[src/rtl/scrod_trig_pkg.sv]
// scrod_trig_pkg: shared FSM encodings and default parameters for the SCROD trigger responder.
package scrod_trig_pkg;

    typedef enum logic [1:0] {
        S_IDLE    = 2'd0,
        S_REQ     = 2'd1,
        S_FIRE    = 2'd2,
        S_HOLDOFF = 2'd3
    } state_t;

    localparam int DEF_ACK_HOLD        = 4;
    localparam int DEF_HOLDOFF         = 16;
    localparam int DEF_TRG_SYNC_STAGES = 2;
    localparam int DEF_CNT_W           = 32;

endpackage

[src/rtl/trig_in_sync.sv]
// trig_in_sync: multi-flop synchroniser for the MTC TRG line plus rising-edge detector.
module trig_in_sync
    import scrod_trig_pkg::*;
#(
    parameter int STAGES = DEF_TRG_SYNC_STAGES
) (
    input  logic clk,
    input  logic rst_n,
    input  logic trg_in,
    output logic trg_s,
    output logic trg_rise
);

    logic [STAGES-1:0] sync_q, sync_d, fill_q, fill_d;
    logic              trg_s_d_q, trg_s_d_d;

    // The edge flop is held high until the chain carries real samples, so a line
    // already high when reset is released is not mistaken for a new trigger.
    always_comb begin
        sync_d    = {sync_q[STAGES-2:0], trg_in};
        fill_d    = {fill_q[STAGES-2:0], 1'b1};
        trg_s     = sync_q[STAGES-1];
        trg_s_d_d = fill_q[STAGES-1] ? trg_s : 1'b1;
        trg_rise  = trg_s & ~trg_s_d_q;
    end

    always_ff @(posedge clk) begin
        if (!rst_n) begin
            sync_q    <= '0;
            fill_q    <= '0;
            trg_s_d_q <= 1'b1;
        end else begin
            sync_q    <= sync_d;
            fill_q    <= fill_d;
            trg_s_d_q <= trg_s_d_d;
        end
    end

endmodule

[src/rtl/scrod_trig_resp.sv]
// scrod_trig_resp: SCROD-side MTC trigger responder (ACK request, DIG_TRIG pulse, holdoff, statistics).
// Optional macro SCROD_TRIG_VETO_CNT_EN adds VETO_COUNT for rejected local triggers.
module scrod_trig_resp
    import scrod_trig_pkg::*;
#(
    parameter int ACK_HOLD        = DEF_ACK_HOLD,
    parameter int HOLDOFF         = DEF_HOLDOFF,
    parameter int TRG_SYNC_STAGES = DEF_TRG_SYNC_STAGES,
    parameter int CNT_W           = DEF_CNT_W
) (
    input  logic             CLK_42MHZ,
    input  logic             RESET_N,
    input  logic             TRG_IN,
    output logic             ACK_OUT,
    input  logic             LOCAL_TRIG,
    input  logic             LOCAL_TRIG_EN,
    input  logic             BUSY,
    output logic             DIG_TRIG,
    output logic [CNT_W-1:0] TRG_COUNT,
    output logic [CNT_W-1:0] ACK_COUNT,
`ifdef SCROD_TRIG_VETO_CNT_EN
    output logic [CNT_W-1:0] VETO_COUNT,
`endif
    output logic [1:0]       STATE
);

    localparam int TMAX = (ACK_HOLD > HOLDOFF) ? ACK_HOLD : HOLDOFF;
    localparam int TW   = $clog2(TMAX + 1);

    state_t           state_q, state_d;
    logic [TW-1:0]    timer_q, timer_d;
    logic             ack_q, ack_d, dig_q, dig_d;
    logic [CNT_W-1:0] trg_cnt_q, trg_cnt_d, ack_cnt_q, ack_cnt_d;
    logic             trg_s, trg_rise, local_req, accept;

    trig_in_sync #(.STAGES(TRG_SYNC_STAGES)) u_sync (
        .clk     (CLK_42MHZ),
        .rst_n   (RESET_N),
        .trg_in  (TRG_IN),
        .trg_s   (trg_s),
        .trg_rise(trg_rise)
    );

    always_comb begin
        state_d   = state_q;
        timer_d   = timer_q;
        ack_d     = 1'b0;
        trg_cnt_d = trg_cnt_q;
        ack_cnt_d = ack_cnt_q;
        local_req = LOCAL_TRIG & LOCAL_TRIG_EN;
        accept    = (state_q == S_IDLE) & local_req & ~trg_rise & ~BUSY;
        case (state_q)
            S_IDLE: begin
                if (trg_rise) begin
                    state_d = S_FIRE;
                end else if (accept) begin
                    state_d   = S_REQ;
                    ack_d     = 1'b1;
                    ack_cnt_d = ack_cnt_q + CNT_W'(1);
                    timer_d   = TW'(ACK_HOLD - 1);
                end
            end
            S_REQ: begin
                if (trg_rise) begin
                    state_d = S_FIRE;
                end else if (timer_q == '0) begin
                    state_d = S_IDLE;
                end else begin
                    ack_d   = 1'b1;
                    timer_d = timer_q - TW'(1);
                end
            end
            S_FIRE: begin
                trg_cnt_d = trg_cnt_q + CNT_W'(1);
                state_d   = S_HOLDOFF;
                timer_d   = TW'(HOLDOFF - 1);
            end
            default: begin
                if (timer_q != '0) timer_d = timer_q - TW'(1);
                else if (!trg_s && !BUSY) state_d = S_IDLE;
            end
        endcase
        dig_d = (state_d == S_FIRE);
    end

    always_ff @(posedge CLK_42MHZ) begin
        if (!RESET_N) begin
            state_q   <= S_IDLE;
            timer_q   <= '0;
            ack_q     <= 1'b0;
            dig_q     <= 1'b0;
            trg_cnt_q <= '0;
            ack_cnt_q <= '0;
        end else begin
            state_q   <= state_d;
            timer_q   <= timer_d;
            ack_q     <= ack_d;
            dig_q     <= dig_d;
            trg_cnt_q <= trg_cnt_d;
            ack_cnt_q <= ack_cnt_d;
        end
    end

`ifdef SCROD_TRIG_VETO_CNT_EN
    logic [CNT_W-1:0] veto_q, veto_d;

    // Rejected means requested outside REQ but not taken by IDLE.
    always_comb begin
        veto_d = (local_req && state_q != S_REQ && !accept) ? veto_q + CNT_W'(1) : veto_q;
    end

    always_ff @(posedge CLK_42MHZ) begin
        if (!RESET_N) veto_q <= '0;
        else          veto_q <= veto_d;
    end

    assign VETO_COUNT = veto_q;
`endif

    assign ACK_OUT   = ack_q;
    assign DIG_TRIG  = dig_q;
    assign TRG_COUNT = trg_cnt_q;
    assign ACK_COUNT = ack_cnt_q;
    assign STATE     = state_q;

endmodule

[config.mk]
export PLATFORM = sky130hd
export DESIGN_NAME = scrod_trig_resp
export DESIGN_NICKNAME = d
export VERILOG_FILES = /design/src/rtl/scrod_trig_pkg.sv /design/src/rtl/trig_in_sync.sv /design/src/rtl/scrod_trig_resp.sv
export SDC_FILE = /design/constraint.sdc
export NUM_CORES = 1
export LEC_CHECK = 0
export BUFFER_PORTS_ARGS = -buffer_cell sky130_fd_sc_hd__clkbuf_2
export CAP_MARGIN = 20
export CORE_UTILIZATION = 45
export DETAILED_ROUTE_END_ITERATION = 8
export PLACE_DENSITY_LB_ADDON = 0.2
export SLEW_MARGIN = 10
export SYNTH_ARGS = -nofsm -noshare
export SYNTH_HDL_FRONTEND = slang
export SYNTH_SLANG_ARGS = --single-unit
[constraint.sdc]
create_clock -name CLK_42MHZ -period 3.23 [get_ports CLK_42MHZ]
set_clock_uncertainty 0.1 [all_clocks]
set_input_delay 0.969 -clock CLK_42MHZ [delete_from_list [all_inputs] [get_ports CLK_42MHZ]]
set_output_delay 0.969 -clock CLK_42MHZ [all_outputs]
set_load 0.01 [all_outputs]
==> results.cfg, run 1 <==
[synth]
synth_top_cells_by_area = dfxtp_1, or4_1, o31ai_1
syn_nets = 474
yosysSeqAreaShare_pct = 40.0
synth_edf_count = 0
async_flop_share_pct = 0
synthCells = 460
synth_top_cell_area_share_pct = 40.0
yosysTopAreaCell = dfxtp_1
synthesis.area_um2 = 3900
ys.flop_type = dfxtp_1
ys_seq_elements = 78
ys_types = 55
yosys_warnings = 0
syn-mean-instance-area_um2 = 8.49

[clock_tree]
cts.htree.levels = 3
cts.path.max_buffers = 2
cts_root_buf = clkbuf_8
cts_tree = built
cts.sinks = 78
cts.clk_slew.worst_paths_ps = 80
post_cts_resized = 0
worstSkewPairLatency_ps = 330
cts_setup_buffers = 0
cts_hold_buf = 0
numCtsBuffers = 9

[final_layout]
multi_input_area_um2 = 2160
final_cell_mix = dfxtp_1, clkbuf_2, nand2_1, a21oi_1, nor2_1
finalNetCount = 534
final_common_cell = dfxtp_1
fillerInstances = 800
areaGrowthSynthToFinish_pct = 15.6
layout-drive-gt1-share_pct = 20.2
seq_area_um2 = 1560
fin_util_pct = 54.4
antenna_cells = 0

[power]
sw_frac_of_total_pct = 24.4
pwr-share-seq_pct = 52.0
p_int_uw = 1440
clock_power_share_pct = 39.0
switchingPower_uw = 463
p_leak_uw = 0.00158
combinationalPowerShare_pct = 9.0
vdd_drop_max_mv = 0.176
p_per_area_nw_per_um2 = 421

[setup_path]
critical-path-slowest-cell = or3_1
cp_max_fo = 18
crit_path_cell_trace = inv_1 > ha_1 > nand4b_2 > or3_1 > or4_1 > a21oi_1
crit_type = flip-flop to flip-flop
crit_buf_inv = 1
cp_top_family = simple AND/OR/NAND/NOR gates
cp-start-kind = flip-flop
max_stage_delay_ps = 650
cp.required_ps = 3400
cp-end-kind = flip-flop
crit_arrival_ps = 2890

[detailed_routing]
firstDrtPassIters = 4
drt_iter0_drc = 163
routedWlPerCell_um = 14.0
ant_nets = 0
vias = 3608
viasPerCell = 5.73
drc = 0
wirelength_um = 8840

[floorplan]
initial_utilization_pct = 47.0
die_h_um = 95.1
die_area_um2 = 9050
pin_count = 74
row_count = 33
core-area_um2 = 8300
die_w_um = 95.1

[grt]
grt_use_total_pct = 20.6
grt_pass1_vias = 3218
grt_pass1_wl_um = 15000
antenna_found_initial = 0
grt_max_degree = 42
overflow = 0

[timing]
hold_viol = 0
clock.fmax_mhz = 368
fin_crit_sh_pct = 84.2
setup_viol = 0
worst_slack_ps = 511
drv_slew = 0
final.min_clock_period_ps = 2720
finalSetupTns_ps = 0
slew_headroom_pct = 48.9
worstMarginPinSlew_ps = 760
rsz0062_at_grt = false

[placed_design]
routabilityCongestion = 0.795
numPortBuffers = 73
place_ws_ps = 339
dp_hpwl_um = 6160

[worst_hold_path]
hold_class = flip-flop to flip-flop

[run_status]
status = complete, no violations

[run]
cap_violations = 0
## worst reg2reg max path: cells and delay by family, from the launching register on
kind,cells,cell delay [ps]
AND/OR/NAND/NOR,3,1450
buffers and inverters,1,200
AO/OA/AOI/OAI,1,150
adder cells (fa/ha/maj),1,400
flip-flops,1,370
## logic make-up (layout without fill, tap and decap cells)
kind of cell	count (synthesis)	after routing	share of synthesized area, %
mux	15	15	3.85
buf+inv	45	110	4.71
xor+xnor	21	21	4.71
flops	78	78	40.0
compound gates	79	79	13.5
simple gates	214	214	30.7
fa+ha+maj	8	8	2.56
## flip-flops by register name (all words and copies together) (netlist names)
name              flops
ACK_OUT               1
TRG_COUNT            32
timer_q               5
u_sync.trg_s_d_q      1
ACK_COUNT            32
u_sync.fill_q         2
STATE                 2
DIG_TRIG              1
u_sync.sync_q         2
## metrics by stage
step | instance area [um^2] | hold slack, ps | total power, uW | instances
global placement | 4310 | 276 | 1180 | 614
finish | 4510 | 293 | 1900 | 630
floorplan | 3900 | 265 | 1140 | 460
detailed placement | 4310 | 280 | 1180 | 614
global route | 4510 | 307 | 1990 | 630
CTS | 4510 | 298 | 1920 | 630
## final timing paths
path                                       start               end  slack, ps  cells after the start
worst max-delay path                    STATE[0]     ACK_COUNT[14]        510                      6
worst min-delay path            u_sync.fill_q[1]  u_sync.trg_s_d_q        290                      1
worst max register to register          STATE[0]     ACK_COUNT[14]        510                      6
worst min register to register  u_sync.fill_q[1]  u_sync.trg_s_d_q        290                      1
## cells in the mapped netlist (8+ instances only)
master and n:
inv_1 15, o31ai_1 23, dfxtp_1 78, xnor2_1 12, nand2_1 43, nor2_1 28
ha_1 8, nand4_1 14, nor3_1 9, nand3_1 23, clkbuf_1 21, nor4_1 21
a21oi_1 32, mux2i_1 15, xor2_1 9, nand2b_1 14, or4_1 27
## layer usage
| metal | track usage, % | share of wire (%) | up-vias |
|---|---|---|---|
| li1 | - | - | 1822 |
| met1 | 26.9 | 49 | 1704 |
| met2 | 33.6 | 46 | 72 |
| met3 | 3.75 | 4.0 | 10 |
| met4 | 7.70 | 1.3 | 0 |
| met5 | 0 | 0 | - |
## power groups by stage
stage / registers, uW / logic [uW] / clock network (uW)
CTS: 989 / 169 / 763
global placement: 1010 / 164 / 0
finish: 989 / 170 / 741
floorplan: 1010 / 129 / 0
detailed placement: 1010 / 169 / 0
global route: 991 / 189 / 807
## final cells by class
class	instances	area share, %
Multi-Input combinational cell	337	47.8
Sequential cell	78	34.6
Timing Repair Buffer	78	8.92
Clock buffer	12	3.44
Tap cell	105	2.91
Inverter	16	1.33
Clock inverter	4	0.998
Note: power is estimated with default switching activity, not from simulation.
==> run 2, diff against run 1 <==
clock period = 2.3 ns   (was 3.23 ns; I/O delays follow)
==> run 2 against run 1 <==
Effect of this change: worst setup slack got worse by 370 ps; cell count up 3.8%; sequential share of layout area shrank 1.8 points.
==> results.cfg, run 2 (synthesized netlist as in run 1, its figures left out) <==
[clock_tree]
cts_tree = built
cts.htree.levels = 3
cts.sinks = 78
cts.path.max_buffers = 2
cts.clk_slew.worst_paths_ps = 80
worstSkewPairLatency_ps = 350
cts_root_buf = clkbuf_8
cts_setup_buffers = 0
numCtsBuffers = 9
cts_hold_buf = 0

[placed_design]
dp_hpwl_um = 6380
numPortBuffers = 73
placed_cells = 638
routabilityCongestion = 0.846
dpl_cell_area_um2 = 4510

[final_layout]
multi_input_area_um2 = 2190
finalNetCount = 558
seq_area_um2 = 1560
final_cell_mix = dfxtp_1, clkbuf_2, nand2_1, a21oi_1
fin_cells = 654
fillerInstances = 743
antenna_cells = 0
fin_util_pct = 57.3
final_area_um2 = 4760
areaGrowthSynthToFinish_pct = 21.9
final_common_cell = dfxtp_1
layout-drive-gt1-share_pct = 24.8

[floorplan]
core-area_um2 = 8300
die_area_um2 = 9050
initial_utilization_pct = 47.0
pin_count = 74
row_count = 33
die_w_um = 95.1
die_h_um = 95.1

[detailed_routing]
routedWlPerCell_um = 14.2
ant_nets = 0
viasPerCell = 5.70
vias = 3731
firstDrtPassIters = 4
drc = 0
drt_iter0_drc = 110
wirelength_um = 9300

[setup_path]
cp-start-kind = flip-flop
cp_max_fo = 18
max_stage_delay_ps = 500
crit_end = ACK_COUNT[24]
r2r-end = ACK_COUNT[24]
crit_path_cell_trace = inv_1 > ha_2 > nand4b_2 > or3_1 > buf_4 > or4_1 > a21oi_1
cp-startpoint = STATE[1]
crit_buf_inv = 2
crit_type = flip-flop to flip-flop
cp.required_ps = 2480
crit_arrival_ps = 2340
timing.rr.start = STATE[1]
reg2reg_depth = 7
cp.depth = 7
r2r_slack_ps = 140
critical-path-slowest-cell = or4_1
cp_top_family = simple AND/OR/NAND/NOR gates
cp-end-kind = flip-flop

[timing]
rsz0062_at_grt = false
fin_hold_ws_ps = 298
slew_headroom_pct = 69.6
clock.fmax_mhz = 463
worstMarginPinSlew_ps = 451
final.min_clock_period_ps = 2160
drv_slew = 0
setup_viol = 0
fin_crit_sh_pct = 93.9
hold_viol = 0

[grt]
antenna_found_initial = 0
grt_use_total_pct = 21.7
overflow = 0
grt_pass1_vias = 3297
grt_pass1_wl_um = 15500
grt_max_degree = 53

[power]
p_leak_uw = 0.00170
total_power_uw = 2810
p_per_area_nw_per_um2 = 591
vdd_drop_max_mv = 0.325

[run_status]
status = complete, no violations

[worst_hold_path]
hold_start = u_sync.fill_q[1]
hold_class = flip-flop to flip-flop

[run]
cap_violations = 0
## run 2: changes by cell type in the layout (fill, tap and decap cells not counted), sizes merged
cell / delta
clkbuf: +1
clkinvlp: +1
buf: +24
bufinv: +1
clkinv: -3
## run 2: power breakdown
part,leakage (uW),switching (uW),internal [uW]
sequential,0.000631,15.5,1370
combinational,0.000968,163,129
clock,0.000104,494,643
total,0.00170,672,2140
## run 2: layout make-up
| type | instances | area share [%] |
|---|---|---|
| multi-input cells | 337 | 46.1 |
| flip-flops and latches | 78 | 32.8 |
| repair buffers | 102 | 12.5 |
| clock buffers | 13 | 3.13 |
| well taps | 105 | 2.76 |
| clock inverters | 3 | 1.42 |
| inverters | 16 | 1.26 |
## run 2: through the flow
stage / setup TNS, ps / setup slack, ps
after detailed placement: -605 / -68.4
after CTS: 0 / 64.7
final: 0 / 140
after floorplan: -18.9 / -6.33
after global placement: -359 / -47.3
after global routing: 0 / 4.30
## run 2: per-layer routing
metal	wire, um	track usage (%)
met1	4280	27.1
met2	4430	36.2
met3	515	6.78
met4	76	5.43
met5	0	0
## run 2: worst min-delay path by stage
stage / endpoint / cells past startpoint
2_1_floorplan: u_sync.trg_s_d_q / 1
3_3_place_gp: u_sync.trg_s_d_q / 1
3_5_place_dp: u_sync.trg_s_d_q / 1
4_1_cts: u_sync.trg_s_d_q / 1
5_1_grt: u_sync.trg_s_d_q / 1
6_report: u_sync.trg_s_d_q / 1
## run 2: what timing repair did
action	CTS	global route
gates resized for setup	3	5
setup endpoints to repair	5	11
pin swaps	0	0
## run 2: worst register-to-register path, cell delays in order (launching register included)
cell and delay (ps):
dfxtp_2 360, inv_1 100, ha_2 210, nand4b_2 120, or3_1 360, buf_4 200
or4_1 510, a21oi_1 150
